==> src/rtl/dmem_pkg.sv <==
// Shared types and constants for the data-memory load unit.
// FSM encoding, access sizes, lane offsets and decode helpers.
package dmem_pkg;

  localparam int RD_LAT_DEF = 1;

  typedef enum logic [1:0] {
    S_IDLE,
    S_ISSUE,
    S_WAIT,
    S_RESP
  } state_e;

  typedef enum logic [1:0] {
    SZ_WORD,
    SZ_HALF,
    SZ_BYTE
  } size_e;

  // Big-endian byte lanes: offset 0 is the MSB.
  localparam logic [1:0] OFF_B0 = 2'd0;
  localparam logic [1:0] OFF_B1 = 2'd1;
  localparam logic [1:0] OFF_B2 = 2'd2;
  localparam logic [1:0] OFF_B3 = 2'd3;

  // Byte wins when both size flags are set.
  function automatic size_e dec_size(
    input logic is_byte,
    input logic is_half
  );
    if (is_byte)
      return SZ_BYTE;
    else if (is_half)
      return SZ_HALF;
    else
      return SZ_WORD;
  endfunction

  function automatic logic is_misal(
    input size_e      sz,
    input logic [1:0] off
  );
    return ((sz == SZ_HALF) && off[0]) ||
           ((sz == SZ_WORD) && (off != 2'b00));
  endfunction

endpackage

==> src/rtl/dmem_load_unit_if.sv <==
// Request, DMem read bus and response signals of the load unit.
// slave = load unit side, master = requester/memory side.
interface dmem_load_unit_if;

  logic        req_valid;
  logic        req_ready;
  logic        Do_Byte;
  logic        Do_Half;
  logic        Do_Unsigned;
  logic [31:0] Address_in;
  logic [31:0] dmem_addr;
  logic        dmem_rd_en;
  logic [31:0] dmem_rdata;
  logic [31:0] load_data;
  logic        load_valid;
  logic        misalign;
  logic        busy;

  modport slave (
    input  req_valid,
    input  Do_Byte,
    input  Do_Half,
    input  Do_Unsigned,
    input  Address_in,
    input  dmem_rdata,
    output req_ready,
    output dmem_addr,
    output dmem_rd_en,
    output load_data,
    output load_valid,
    output misalign,
    output busy
  );

  modport master (
    output req_valid,
    output Do_Byte,
    output Do_Half,
    output Do_Unsigned,
    output Address_in,
    output dmem_rdata,
    input  req_ready,
    input  dmem_addr,
    input  dmem_rd_en,
    input  load_data,
    input  load_valid,
    input  misalign,
    input  busy
  );

endinterface

==> src/rtl/dmem_load_unit_load_extract.sv <==
// Lane selection and sign/zero extension of a loaded word.
// Purely combinational; big-endian lane order.
module load_extract
  import dmem_pkg::*;
(
  input  logic [31:0] word_i,
  input  logic [1:0]  off_i,
  input  size_e       size_i,
  input  logic        uns_i,
  output logic [31:0] res_o
);

  logic [7:0]  byte_s;
  logic [15:0] half_s;

  // Pick the addressed lane and extend it to 32 bits.
  always_comb begin
    byte_s = word_i[7:0];
    unique case (off_i)
      OFF_B0: byte_s = word_i[31:24];
      OFF_B1: byte_s = word_i[23:16];
      OFF_B2: byte_s = word_i[15:8];
      OFF_B3: byte_s = word_i[7:0];
    endcase
    half_s = off_i[1] ? word_i[15:0] : word_i[31:16];
    res_o  = word_i;
    unique case (size_i)
      SZ_BYTE: res_o = {{24{~uns_i & byte_s[7]}}, byte_s};
      SZ_HALF: res_o = {{16{~uns_i & half_s[15]}}, half_s};
      default: res_o = word_i;
    endcase
  end

endmodule

==> src/rtl/dmem_load_unit.sv <==
// Load unit: accepts a load, issues one DMem read, waits RD_LAT,
// extracts the lane and returns a one-cycle result or misalign pulse.
module dmem_load_unit
  import dmem_pkg::*;
#(
  parameter int RD_LAT = RD_LAT_DEF
) (
  input  logic            clock,
  input  logic            reset,
  dmem_load_unit_if.slave bus
);

  localparam logic [1:0] CNT_INIT = 2'(RD_LAT - 1);

  state_e      state_q, state_d;
  logic [1:0]  cnt_q, cnt_d;
  logic [1:0]  off_q;
  size_e       size_q;
  logic        uns_q;
  logic [31:0] addr_q;
  logic [31:0] data_q;
  logic        mis_q;

  size_e       req_size;
  logic        req_mis;
  logic        accept;
  logic        capture;
  logic [31:0] ext_data;

  assign req_size = dec_size(bus.Do_Byte, bus.Do_Half);
  assign req_mis  = is_misal(req_size, bus.Address_in[1:0]);
  assign accept   = bus.req_valid && (state_q == S_IDLE);
  assign capture  = (state_q == S_WAIT) && (cnt_q == 2'd0);

  load_extract u_extract (
    .word_i (bus.dmem_rdata),
    .off_i  (off_q),
    .size_i (size_q),
    .uns_i  (uns_q),
    .res_o  (ext_data)
  );

  // Next-state and latency counter.
  always_comb begin
    state_d = state_q;
    cnt_d   = cnt_q;
    unique case (state_q)
      S_IDLE: begin
        if (accept && !req_mis)
          state_d = S_ISSUE;
      end
      S_ISSUE: begin
        state_d = S_WAIT;
        cnt_d   = CNT_INIT;
      end
      S_WAIT: begin
        if (cnt_q == 2'd0)
          state_d = S_RESP;
        else
          cnt_d = cnt_q - 2'd1;
      end
      S_RESP: state_d = S_IDLE;
      default: state_d = S_IDLE;
    endcase
  end

  // State and counter registers.
  always_ff @(posedge clock or posedge reset) begin
    if (reset) begin
      state_q <= S_IDLE;
      cnt_q   <= 2'd0;
    end else begin
      state_q <= state_d;
      cnt_q   <= cnt_d;
    end
  end

  // Request capture, misalign pulse and result register.
  always_ff @(posedge clock or posedge reset) begin
    if (reset) begin
      off_q  <= 2'd0;
      size_q <= SZ_WORD;
      uns_q  <= 1'b0;
      addr_q <= 32'd0;
      data_q <= 32'd0;
      mis_q  <= 1'b0;
    end else begin
      mis_q <= accept && req_mis;
      if (accept && !req_mis) begin
        off_q  <= bus.Address_in[1:0];
        size_q <= req_size;
        uns_q  <= bus.Do_Unsigned;
        addr_q <= {bus.Address_in[31:2], 2'b00};
      end
      if (accept && req_mis)
        data_q <= 32'd0;
      else if (capture)
        data_q <= ext_data;
    end
  end

  assign bus.req_ready  = (state_q == S_IDLE);
  assign bus.busy       = (state_q != S_IDLE);
  assign bus.dmem_rd_en = (state_q == S_ISSUE);
  assign bus.dmem_addr  = addr_q;
  assign bus.load_valid = (state_q == S_RESP);
  assign bus.misalign   = mis_q;
  assign bus.load_data  = data_q;

endmodule

==> src/flat_wrapper.sv <==
// flat-port wrapper written by rule: the top's interface ports become plain ports
module dmem_load_unit_flat import dmem_pkg::*;
#(
  parameter int RD_LAT = RD_LAT_DEF
)
  (clock, reset, bus_req_valid, bus_Do_Byte, bus_Do_Half, bus_Do_Unsigned, bus_Address_in, bus_dmem_rdata, bus_req_ready, bus_dmem_addr, bus_dmem_rd_en, bus_load_data, bus_load_valid, bus_misalign, bus_busy);
  dmem_load_unit_if bus_i ();
  input  logic clock;
  input  logic reset;
  input wire logic [$bits(bus_i.req_valid)-1:0] bus_req_valid;
  input wire logic [$bits(bus_i.Do_Byte)-1:0] bus_Do_Byte;
  input wire logic [$bits(bus_i.Do_Half)-1:0] bus_Do_Half;
  input wire logic [$bits(bus_i.Do_Unsigned)-1:0] bus_Do_Unsigned;
  input wire logic [$bits(bus_i.Address_in)-1:0] bus_Address_in;
  input wire logic [$bits(bus_i.dmem_rdata)-1:0] bus_dmem_rdata;
  output wire logic [$bits(bus_i.req_ready)-1:0] bus_req_ready;
  output wire logic [$bits(bus_i.dmem_addr)-1:0] bus_dmem_addr;
  output wire logic [$bits(bus_i.dmem_rd_en)-1:0] bus_dmem_rd_en;
  output wire logic [$bits(bus_i.load_data)-1:0] bus_load_data;
  output wire logic [$bits(bus_i.load_valid)-1:0] bus_load_valid;
  output wire logic [$bits(bus_i.misalign)-1:0] bus_misalign;
  output wire logic [$bits(bus_i.busy)-1:0] bus_busy;
  assign bus_i.req_valid = bus_req_valid;
  assign bus_i.Do_Byte = bus_Do_Byte;
  assign bus_i.Do_Half = bus_Do_Half;
  assign bus_i.Do_Unsigned = bus_Do_Unsigned;
  assign bus_i.Address_in = bus_Address_in;
  assign bus_i.dmem_rdata = bus_dmem_rdata;
  assign bus_req_ready = bus_i.req_ready;
  assign bus_dmem_addr = bus_i.dmem_addr;
  assign bus_dmem_rd_en = bus_i.dmem_rd_en;
  assign bus_load_data = bus_i.load_data;
  assign bus_load_valid = bus_i.load_valid;
  assign bus_misalign = bus_i.misalign;
  assign bus_busy = bus_i.busy;
  dmem_load_unit #(.RD_LAT(RD_LAT)) u_core (.clock(clock), .reset(reset), .bus(bus_i));
endmodule
==> config.mk <==
export PLATFORM = sky130hd
export DESIGN_NAME = dmem_load_unit_flat
export DESIGN_NICKNAME = d
export VERILOG_FILES = /design/src/rtl/dmem_pkg.sv /design/src/rtl/dmem_load_unit_if.sv /design/src/rtl/dmem_load_unit_load_extract.sv /design/src/rtl/dmem_load_unit.sv /design/src/flat_wrapper.sv
export SDC_FILE = /design/constraint.sdc
export NUM_CORES = 1
export LEC_CHECK = 0
export CORE_ASPECT_RATIO = 1.75
export CORE_UTILIZATION = 35
export CTS_BUF_LIST = sky130_fd_sc_hd__clkbuf_8
export DETAILED_ROUTE_END_ITERATION = 6
export GPL_ROUTABILITY_DRIVEN = 0
export HOLD_SLACK_MARGIN = 0.06
export PLACE_DENSITY = 0.66
export SYNTH_ARGS = -nofsm -noshare
export SYNTH_HDL_FRONTEND = slang
export SYNTH_SLANG_ARGS = --single-unit
==> constraint.sdc <==
create_clock -name clock -period 4.2 [get_ports clock]
set_input_delay 0.84 -clock clock [delete_from_list [all_inputs] [get_ports clock]]
set_output_delay 0.84 -clock clock [all_outputs]
set_load 0.005 [all_outputs]
==> results of run 1 <==
[worst max-delay path, stage by stage]
cell and delay, ns:
clkdlybuf4s50_1 0.45, inv_1 0.05, a21oi_1 0.35, nor3_2 0.06, buf_4 0.23, nor2_1 0.76, a221o_1 0.29
[state kept, by name, summed over array words and instances, names as in the netlist]
register,count
u_core.bus.misalign,1
u_core.bus.load_data,32
u_core.size_q,2
u_core.uns_q,1
u_core.bus.dmem_addr,30
u_core.cnt_q,2
u_core.off_q,2
u_core.state_q,2
[per-stage QoR]
stage | std cells | util | power (mW)
final | 554 | 0.526 | 3.71
after floorplan | 295 | - | 2.25
after detailed placement | 538 | 0.506 | 3.19
after CTS | 554 | 0.526 | 3.76
after global placement | 538 | 0.506 | 3.15
after global routing | 554 | 0.526 | 3.97
[cells in the final DEF (no fill, tap or decap), types with 2 or more instances in the layout]
cell	count
clkdlybuf4s50_1	136
mux2_2	52
a221oi_1	4
o21ai_0	20
nor3_1	7
mux4_2	5
inv_1	11
nand2b_1	2
nand3b_1	16
buf_4	5
a22oi_1	3
nand2_1	17
a22o_1	3
a211oi_1	9
dfrtp_1	72
ha_1	7
clkinv_2	2
nor2_1	7
a221o_1	16
clkbuf_8	10
conb_1	2
a21oi_1	8
[cell families (layout without fill, tap and decap cells)]
kind of cell             count (synthesis)  after routing
adder cells (fa/ha/maj)                  7              7
buffers and inverters                   34            168
AO/OA/AOI/OAI                           69             69
flip-flops                              72             72
AND/OR/NAND/NOR                         54             54
multiplexers                            57             57
other                                    1              2
[power by group]
part / leakage [nW] / switching (mW) / internal (mW)
combinational: 1.12 / 0.803 / 1.12
clock: 0.103 / 0.262 / 0.287
sequential: 0.880 / 0.222 / 1.02
[path summary, 6_finish.rpt]
| kind | start | endpoint | slack, ns |
|---|---|---|---|
| worst max register to register | u_core.state_q[0]$_DFFE_PP0P_ | u_core.bus.load_data[28]$_DFFE_PP0P_ | 1.60 |
| worst min-delay path | u_core.cnt_q[0]$_DFFE_PP0P_ | u_core.cnt_q[0]$_DFFE_PP0P_ | 0.49 |
| min in group asynchronous | reset | u_core.bus.dmem_addr[16]$_DFFE_PP0P_ | 1.00 |
| max in group asynchronous | reset | u_core.bus.load_data[30]$_DFFE_PP0P_ | 2.44 |
| worst max-delay path | bus_Do_Half | u_core.bus.load_data[28]$_DFFE_PP0P_ | 1.44 |
| worst min register to register | u_core.cnt_q[0]$_DFFE_PP0P_ | u_core.cnt_q[0]$_DFFE_PP0P_ | 0.49 |
[cell type report]
cell class	count	share of cell area
clock buffers	10	0.0264
multi-input cells	189	0.310
repair buffers	141	0.268
well taps	125	0.0300
flip-flops and latches	72	0.346
inverters	11	0.00793
clock inverters	6	0.0115
[per-layer routing]
layer  track usage  vias up  share of wire
met4         0.101        0          0.030
met2         0.364      125           0.53
met3        0.0539       24          0.065
li1              -     1347              -
met1         0.214     1459           0.37
met5             0        -              0
==> flow_summary.json, run 1 <==
{
  "die_area_sq_mm": 0.0106,
  "grt_pass1_vias": 3186,
  "synth.distinct_cells": 34,
  "yosys-top-cells-area": "dfrtp_1, mux2_2, a221o_1, nand3b_1, mux4_2",
  "yosysTopAreaCell": "dfrtp_1",
  "coreArea_sq_mm": 0.00991,
  "setup_viol": 0,
  "n_fill_cell": 901,
  "yosysMostFrequentCell": "dfrtp_1",
  "rsz0062_at_grt": "no",
  "ys_top_cells_by_count": "dfrtp_1, mux2_2, o21ai_0",
  "avgSynthCellArea_sq_um": 12.1,
  "synth_area_sq_mm": 0.00356,
  "postCtsSetupRepairBufs": 0,
  "setup_ws_ns": 1.44,
  "overflow": 0,
  "holdBufCountCts": 0,
  "dpl.hpwl_mm": 7.56,
  "postRouteAntennaNets": 0,
  "seqCellArea_sq_mm": 0.00180,
  "clock_latency_ns": 0.35,
  "drc": 0,
  "numPortBuffers": 136,
  "hold_ws_ns": 0.493,
  "leakage_nw": 2.11,
  "criticalPathCategory": "input pin to flip-flop",
  "antenna_found_initial": 0,
  "worst_setup_path_end_kind": "flip-flop",
  "clockRootBuffer": "clkbuf_8",
  "ys_ff_latch": 72,
  "synthMuxAreaShare": 0.196,
  "startpoint_type": "input pin",
  "r2r_cells": 7,
  "synth_cells": 294,
  "placed_cell_area_sq_mm": 0.00501,
  "wl_per_cell_microns": 18.4,
  "die_x_microns": 78.3,
  "final_nets": 501,
  "cts_buffers": 9,
  "routed_wl_mm": 10.2,
  "finalHoldViolations": 0,
  "cp_max_fo": 20,
  "vias": 2955,
  "start_util": 0.360,
  "firstDrtPassIters": 4,
  "hp-class": "flip-flop to flip-flop",
  "max_slew.worst_pin.slew_ns": 0.968,
  "clockBufferDepth": 2,
  "multi_input_area_sq_mm": 0.00161,
  "drv_slew": 0,
  "ys_warn_count": 0,
  "post-place-ws_ns": 1.10,
  "drt_iter0_drc": 189,
  "diodes": 0,
  "htree_levels": 3,
  "powerDensity_mw_per_mm2": 713,
  "ys.flop_type": "dfrtp_1",
  "area_growth_pct": 46.2,
  "grt_usage": 0.202,
  "synth_edf_count": 0,
  "status": "finished clean",
  "cts_resized": 0,
  "grt_pass1_wl_mm": 16.1,
  "cts_tree": "done",
  "layout_min_cycle_time_ns": 2.76,
  "fmax_mhz": 362,
  "hold_depth": 1,
  "drive_above_1_share": 0.191,
  "synth_top_area_frac": 0.505,
  "cp.required_ns": 4.48,
  "synthAdderAreaFrac": 0.0246,
  "synthXorXnorAreaFrac": 0,
  "avgViaCountPerCell": 5.33,
  "final_cell_area_sq_mm": 0.00521,
  "drv_cap": 0,
  "synth_top_family_by_area": "multiplexers",
  "dieHeight_microns": 136,
  "cts_sinks": 72,
  "ir_drop_mv": 0.383,
  "skew_ns": 0.0110,
  "synth_compound_area_frac": 0.145,
  "synthArstFlopShare": 1.00,
  "cp.arrival_ns": 3.04,
  "io_pins": 139,
  "tns_ns": 0,
  "ys_seq_area_frac": 0.505,
  "grt_max_degree": 44,
  "rows": 48,
  "max_slew_margin": 0.353,
  "post-route-period-util": 0.657,
  "cts.clk_slew.worst_paths_ns": 0.07,
  "yosys.area_share.simple": 0.0821
}
Power figures use the tool's default switching activity.
==> run 2: changes to the inputs <==
- clock period: 4.2 -> 2.9 ns (I/O delays scaled with it)
==> run 2 against run 1 <==
Worst setup slack worse by 0.87 ns. Cell area is 0.65% higher. Count of clock-buffer cells in the layout unchanged. Via count down 0.20%. Utilization grew 0.34 points. Register-to-register slack lost 0.91 ns. Critical path type unchanged.
==> flow_summary.json, run 2 (synthesis gave the netlist of run 1 again) <==
{
  "r2r_cells": 8,
  "clock_latency_ns": 0.35,
  "finalHoldViolations": 0,
  "final_cell_area_sq_mm": 0.00524,
  "powerDensity_mw_per_mm2": 1020,
  "grt_pass1_wl_mm": 16.1,
  "r2r_slack_ns": 0.69,
  "grt_use_met3": 0.0438,
  "hp-class": "input pin to asynchronous set/reset pin",
  "numPortBuffers": 136,
  "cts_sinks": 72,
  "cts_resized": 0,
  "post-layout-total-power_mw": 5.37,
  "ir_drop_mv": 0.531,
  "cts_tree": "done",
  "placed_cell_area_sq_mm": 0.00506,
  "critPathBufInv": 2,
  "dpl.hpwl_mm": 7.58,
  "overflow": 0,
  "postRouteAntennaNets": 0,
  "grtUsageMet2": 0.363,
  "grt_pass1_vias": 3167,
  "antenna_found_initial": 0,
  "start_util": 0.360,
  "drv_cap": 0,
  "largest_register_ffs": 32,
  "rows": 48,
  "dieHeight_microns": 136,
  "tns_ns": 0,
  "avgViaCountPerCell": 5.28,
  "crit_slowest_cell": "nor2_1",
  "leakage_nw": 2.12,
  "startpoint_type": "input pin",
  "critical_path.cell_chain": "clkdlybuf4s50_1, inv_1, a21oi_1, nor3_2, nor2_1, a221o_1",
  "r2r_end": "u_core.bus.load_data[25]$_DFFE_PP0P_",
  "rsz0062_at_grt": "no",
  "drt_iter0_drc": 159,
  "max_slew.worst_pin.slew_ns": 1.01,
  "layout_commonest_cell": "clkdlybuf4s50_1",
  "drive_above_1_share": 0.203,
  "layout_min_cycle_time_ns": 2.33,
  "firstDrtPassIters": 4,
  "skew_ns": 0.00849,
  "crit_family": "simple AND/OR/NAND/NOR gates",
  "cpPeakStageDelay_ns": 0.79,
  "setup_viol": 0,
  "status": "finished clean",
  "routed_wl_mm": 10.2,
  "final_nets": 506,
  "postCtsSetupRepairBufs": 0,
  "grt_max_degree": 63,
  "cp.required_ns": 3.18,
  "fmax_mhz": 429,
  "wl_per_cell_microns": 18.2,
  "drc": 0,
  "cts.clk_slew.worst_paths_ns": 0.08,
  "die_x_microns": 78.3,
  "coreArea_sq_mm": 0.00991,
  "clockBufferDepth": 2,
  "diodes": 0,
  "io_pins": 139,
  "htree_levels": 3,
  "cp.arrival_ns": 2.62,
  "met1_usage": 0.217,
  "grt_usage": 0.204,
  "holdBufCountCts": 0,
  "cp_max_fo": 16,
  "worst_setup_path_end_kind": "flip-flop",
  "reg2reg_from": "u_core.state_q[0]$_DFFE_PP0P_",
  "die_area_sq_mm": 0.0106,
  "busiest_layer": "met2",
  "criticalPathCategory": "input pin to flip-flop",
  "drv_slew": 0,
  "layout_common_cells": "clkdlybuf4s50_1, dfrtp_1, mux2_2, o21ai_0, nand2_1",
  "area_growth_pct": 47.1,
  "clockRootBuffer": "clkbuf_8",
  "vias": 2949,
  "max_slew_margin": 0.325,
  "post-route-period-util": 0.805,
  "cts_buffers": 9
}
-- run 2: cell count changes in the layout (fill, tap and decap cells not counted), sizes merged --
cell	change
buf	+5
clkinv	+1
bufinv	-1
-- run 2: report_power, final --
part	total [mW]	switching [mW]	internal (mW)	leakage (nW)
registers	1.80	0.320	1.48	0.880
logic	2.84	1.18	1.66	1.15
clock network	0.733	0.397	0.336	0.0926
-- run 2: layout make-up --
type                       instances  area, sq um
tap                              125          156
clock buffer                      10          138
clock inverter                     6         43.8
inverter                          11         41.3
multi-input combinational        189         1610
sequential                        72         1800
fill                             901         4670
timing repair buffer             146         1450
-- run 2: how the worst max path moves through the flow --
stage	from	to	slack [ns]	cells past startpoint
2_1_floorplan	reset	u_core.bus.dmem_addr[10]$_DFFE_PP0P_	0.50	1
3_3_place_gp	bus_Do_Half	u_core.bus.load_data[17]$_DFFE_PP0P_	0.29	6
6_report	bus_Do_Half	u_core.bus.load_data[25]$_DFFE_PP0P_	0.57	6
3_5_place_dp	bus_Do_Half	u_core.bus.load_data[28]$_DFFE_PP0P_	0.22	6
5_1_grt	bus_Do_Half	u_core.bus.load_data[25]$_DFFE_PP0P_	0.42	6
4_1_cts	u_core.state_q[0]$_DFFE_PP0P_	bus_req_ready	0.59	3
-- run 2: metrics by stage --
stage / hold slack (ns) / setup WS [ns] / utilization / std cells
after floorplan: 0.450 / 0.495 / - / 295
final: 0.466 / 0.567 / 0.529 / 559
after detailed placement: 0.494 / 0.220 / 0.511 / 543
after global placement: 0.464 / 0.291 / 0.511 / 543
after CTS: 0.455 / 0.588 / 0.529 / 559
after global routing: 0.494 / 0.418 / 0.529 / 559
-- run 2: layer usage --
layer,routed length [microns],up-vias
li1,-,1357
met1,3830,1426
met2,5240,138
met3,679,28
met4,443,0
met5,0,-
==> run 3: changes to the inputs <==
- clock period: 2.9 -> 2.2 ns (I/O delays scaled with it)
==> run 3 against run 2 <==
Sequential share of layout area decreased by 0.94 points. Sequential power increased by 30%. Utilization increased by 1.5 points. Critical path depth decreased by 1. Register-to-register slack got worse by 0.51 ns. Via count increased by 0.81%. Global-route usage decreased by 1.0 points. Clock skew decreased by 0.0011 ns. Count of clock-buffer cells in the layout decreased by 1. Critical endpoint is now bus_busy. Largest cell class unchanged.
==> flow_summary.json, run 3 (synthesis gave the netlist of run 1 again) <==
{
  "worst_setup_path_end_kind": "output port",
  "powerDensity_mw_per_mm2": 1380,
  "max_slew.worst_pin.slew_ns": 0.949,
  "coreArea_sq_mm": 0.00991,
  "holdBufCountCts": 0,
  "stdcell_count": 569,
  "grt_pass1_vias": 3240,
  "reg2reg_from": "u_core.state_q[0]$_DFFE_PP0P_",
  "grt_max_degree": 73,
  "layout_commonest_cell": "clkdlybuf4s50_1",
  "post-layout-total-power_mw": 7.46,
  "criticalPathCategory": "flip-flop to output port",
  "firstDrtPassIters": 4,
  "layout_min_cycle_time_ns": 2.13,
  "holdPathEnd": "u_core.cnt_q[1]$_DFFE_PP0P_",
  "area_growth_pct": 51.2,
  "hold_depth": 2,
  "antenna_found_initial": 0,
  "final_cell_area_sq_mm": 0.00539,
  "max_slew_margin": 0.365,
  "r2r_slack_ns": 0.18,
  "clockRootBuffer": "clkbuf_8",
  "r2r_end": "u_core.bus.load_data[18]$_DFFE_PP0P_",
  "leakage_nw": 2.21,
  "clock_latency_ns": 0.36,
  "overflow": 0,
  "crit_slowest_cell": "clkdlybuf4s50_1",
  "largest_register_ffs": 32,
  "die_area_sq_mm": 0.0106,
  "numPortBuffers": 136,
  "setup_viol": 0,
  "vias": 2973,
  "crit_top_cell": "inv_1",
  "drc": 0,
  "startpoint_type": "flip-flop",
  "ir_drop_mv": 0.715,
  "dp_cells": 551,
  "avgViaCountPerCell": 5.22,
  "layout_common_cells": "clkdlybuf4s50_1, dfrtp_1, mux2_2, o21ai_0, buf_4",
  "grt_usage": 0.194,
  "post-route-period-util": 0.966,
  "io_pins": 139,
  "wl_per_cell_microns": 16.8,
  "drv_slew": 0,
  "tns_ns": 0,
  "cp.required_ns": 1.76,
  "drv_cap": 0,
  "routed_wl_mm": 9.55,
  "dpl.hpwl_mm": 7.15,
  "drt_iter0_drc": 157,
  "r2r_cells": 8,
  "grt_pass1_wl_mm": 15.6,
  "finalHoldViolations": 0,
  "hp-start": "u_core.cnt_q[1]$_DFFE_PP0P_",
  "cpPeakStageDelay_ns": 0.49,
  "start_util": 0.360,
  "cp.arrival_ns": 1.69,
  "postRouteAntennaNets": 0,
  "finish.utilization": 0.544,
  "n_fill_cell": 891,
  "fmax_mhz": 471,
  "placed_cell_area_sq_mm": 0.00514,
  "hold_ws_ns": 0.493,
  "rows": 48,
  "diodes": 0,
  "htree_levels": 3,
  "post-place-ws_ns": -0.153,
  "dieHeight_microns": 136,
  "setup_ws_ns": 0.0747,
  "cts_buffers": 9,
  "cts_tree": "done",
  "die_x_microns": 78.3,
  "skew_ns": 0.00737,
  "drive_above_1_share": 0.218,
  "hp-class": "flip-flop to flip-flop",
  "status": "finished clean",
  "cts_sinks": 72,
  "rsz0062_at_grt": "no",
  "cts.clk_slew.worst_paths_ns": 0.08,
  "cp_max_fo": 5,
  "critical_path.cell_chain": "inv_1, ha_1, buf_4, inv_1, clkdlybuf4s50_1",
  "clockBufferDepth": 2,
  "final_nets": 516
}
## run 3: cell type report
class | count | area, sq um | share of cell area
clock buffer | 9 | 124 | 0.0230
clock inverter | 7 | 111 | 0.0207
inverter | 11 | 45.0 | 0.00835
multi-input combinational | 189 | 1620 | 0.300
sequential | 72 | 1800 | 0.334
tap | 125 | 156 | 0.0290
timing repair buffer | 156 | 1540 | 0.285
## run 3: how the worst max path moves through the flow
stage	start	endpoint	slack (ns)	depth (start not counted)
global route	u_core.state_q[0]$_DFFE_PP0P_	bus_busy	0.02	5
finish	u_core.state_q[0]$_DFFE_PP0P_	bus_busy	0.07	5
CTS	u_core.state_q[0]$_DFFE_PP0P_	bus_busy	0.05	5
global placement	bus_Do_Half	u_core.bus.load_data[20]$_DFFE_PP0P_	-0.09	6
floorplan	u_core.state_q[0]$_DFFE_PP0P_	u_core.bus.load_data[17]$_DFFE_PP0P_	0.18	8
detailed placement	bus_Do_Half	u_core.bus.load_data[16]$_DFFE_PP0P_	-0.15	6
## run 3: repair_timing
action	CTS	global route
buffers inserted	2	0
resized for setup	0	1
endpoints found under the setup margin	1	16
## run 3: per-layer routing
| layer | global-route usage | vias to the layer above | wire length [microns] |
|---|---|---|---|
| li1 | - | 1380 | - |
| met1 | 0.213 | 1446 | 3610 |
| met2 | 0.328 | 128 | 4900 |
| met3 | 0.0653 | 19 | 789 |
| met4 | 0.0998 | 0 | 254 |
| met5 | 0 | - | 0 |
## run 3: worst max-delay path, delay by kind of cell (launching register included)
family     cells  cell delay, ns
fa+ha+maj      1            0.22
buf+inv        4            0.76
flops          1            0.35
## run 3: power breakdown
group          switching (mW)  internal [mW]
Clock                   0.533          0.748
Combinational            1.55           2.29
Sequential              0.385           1.95
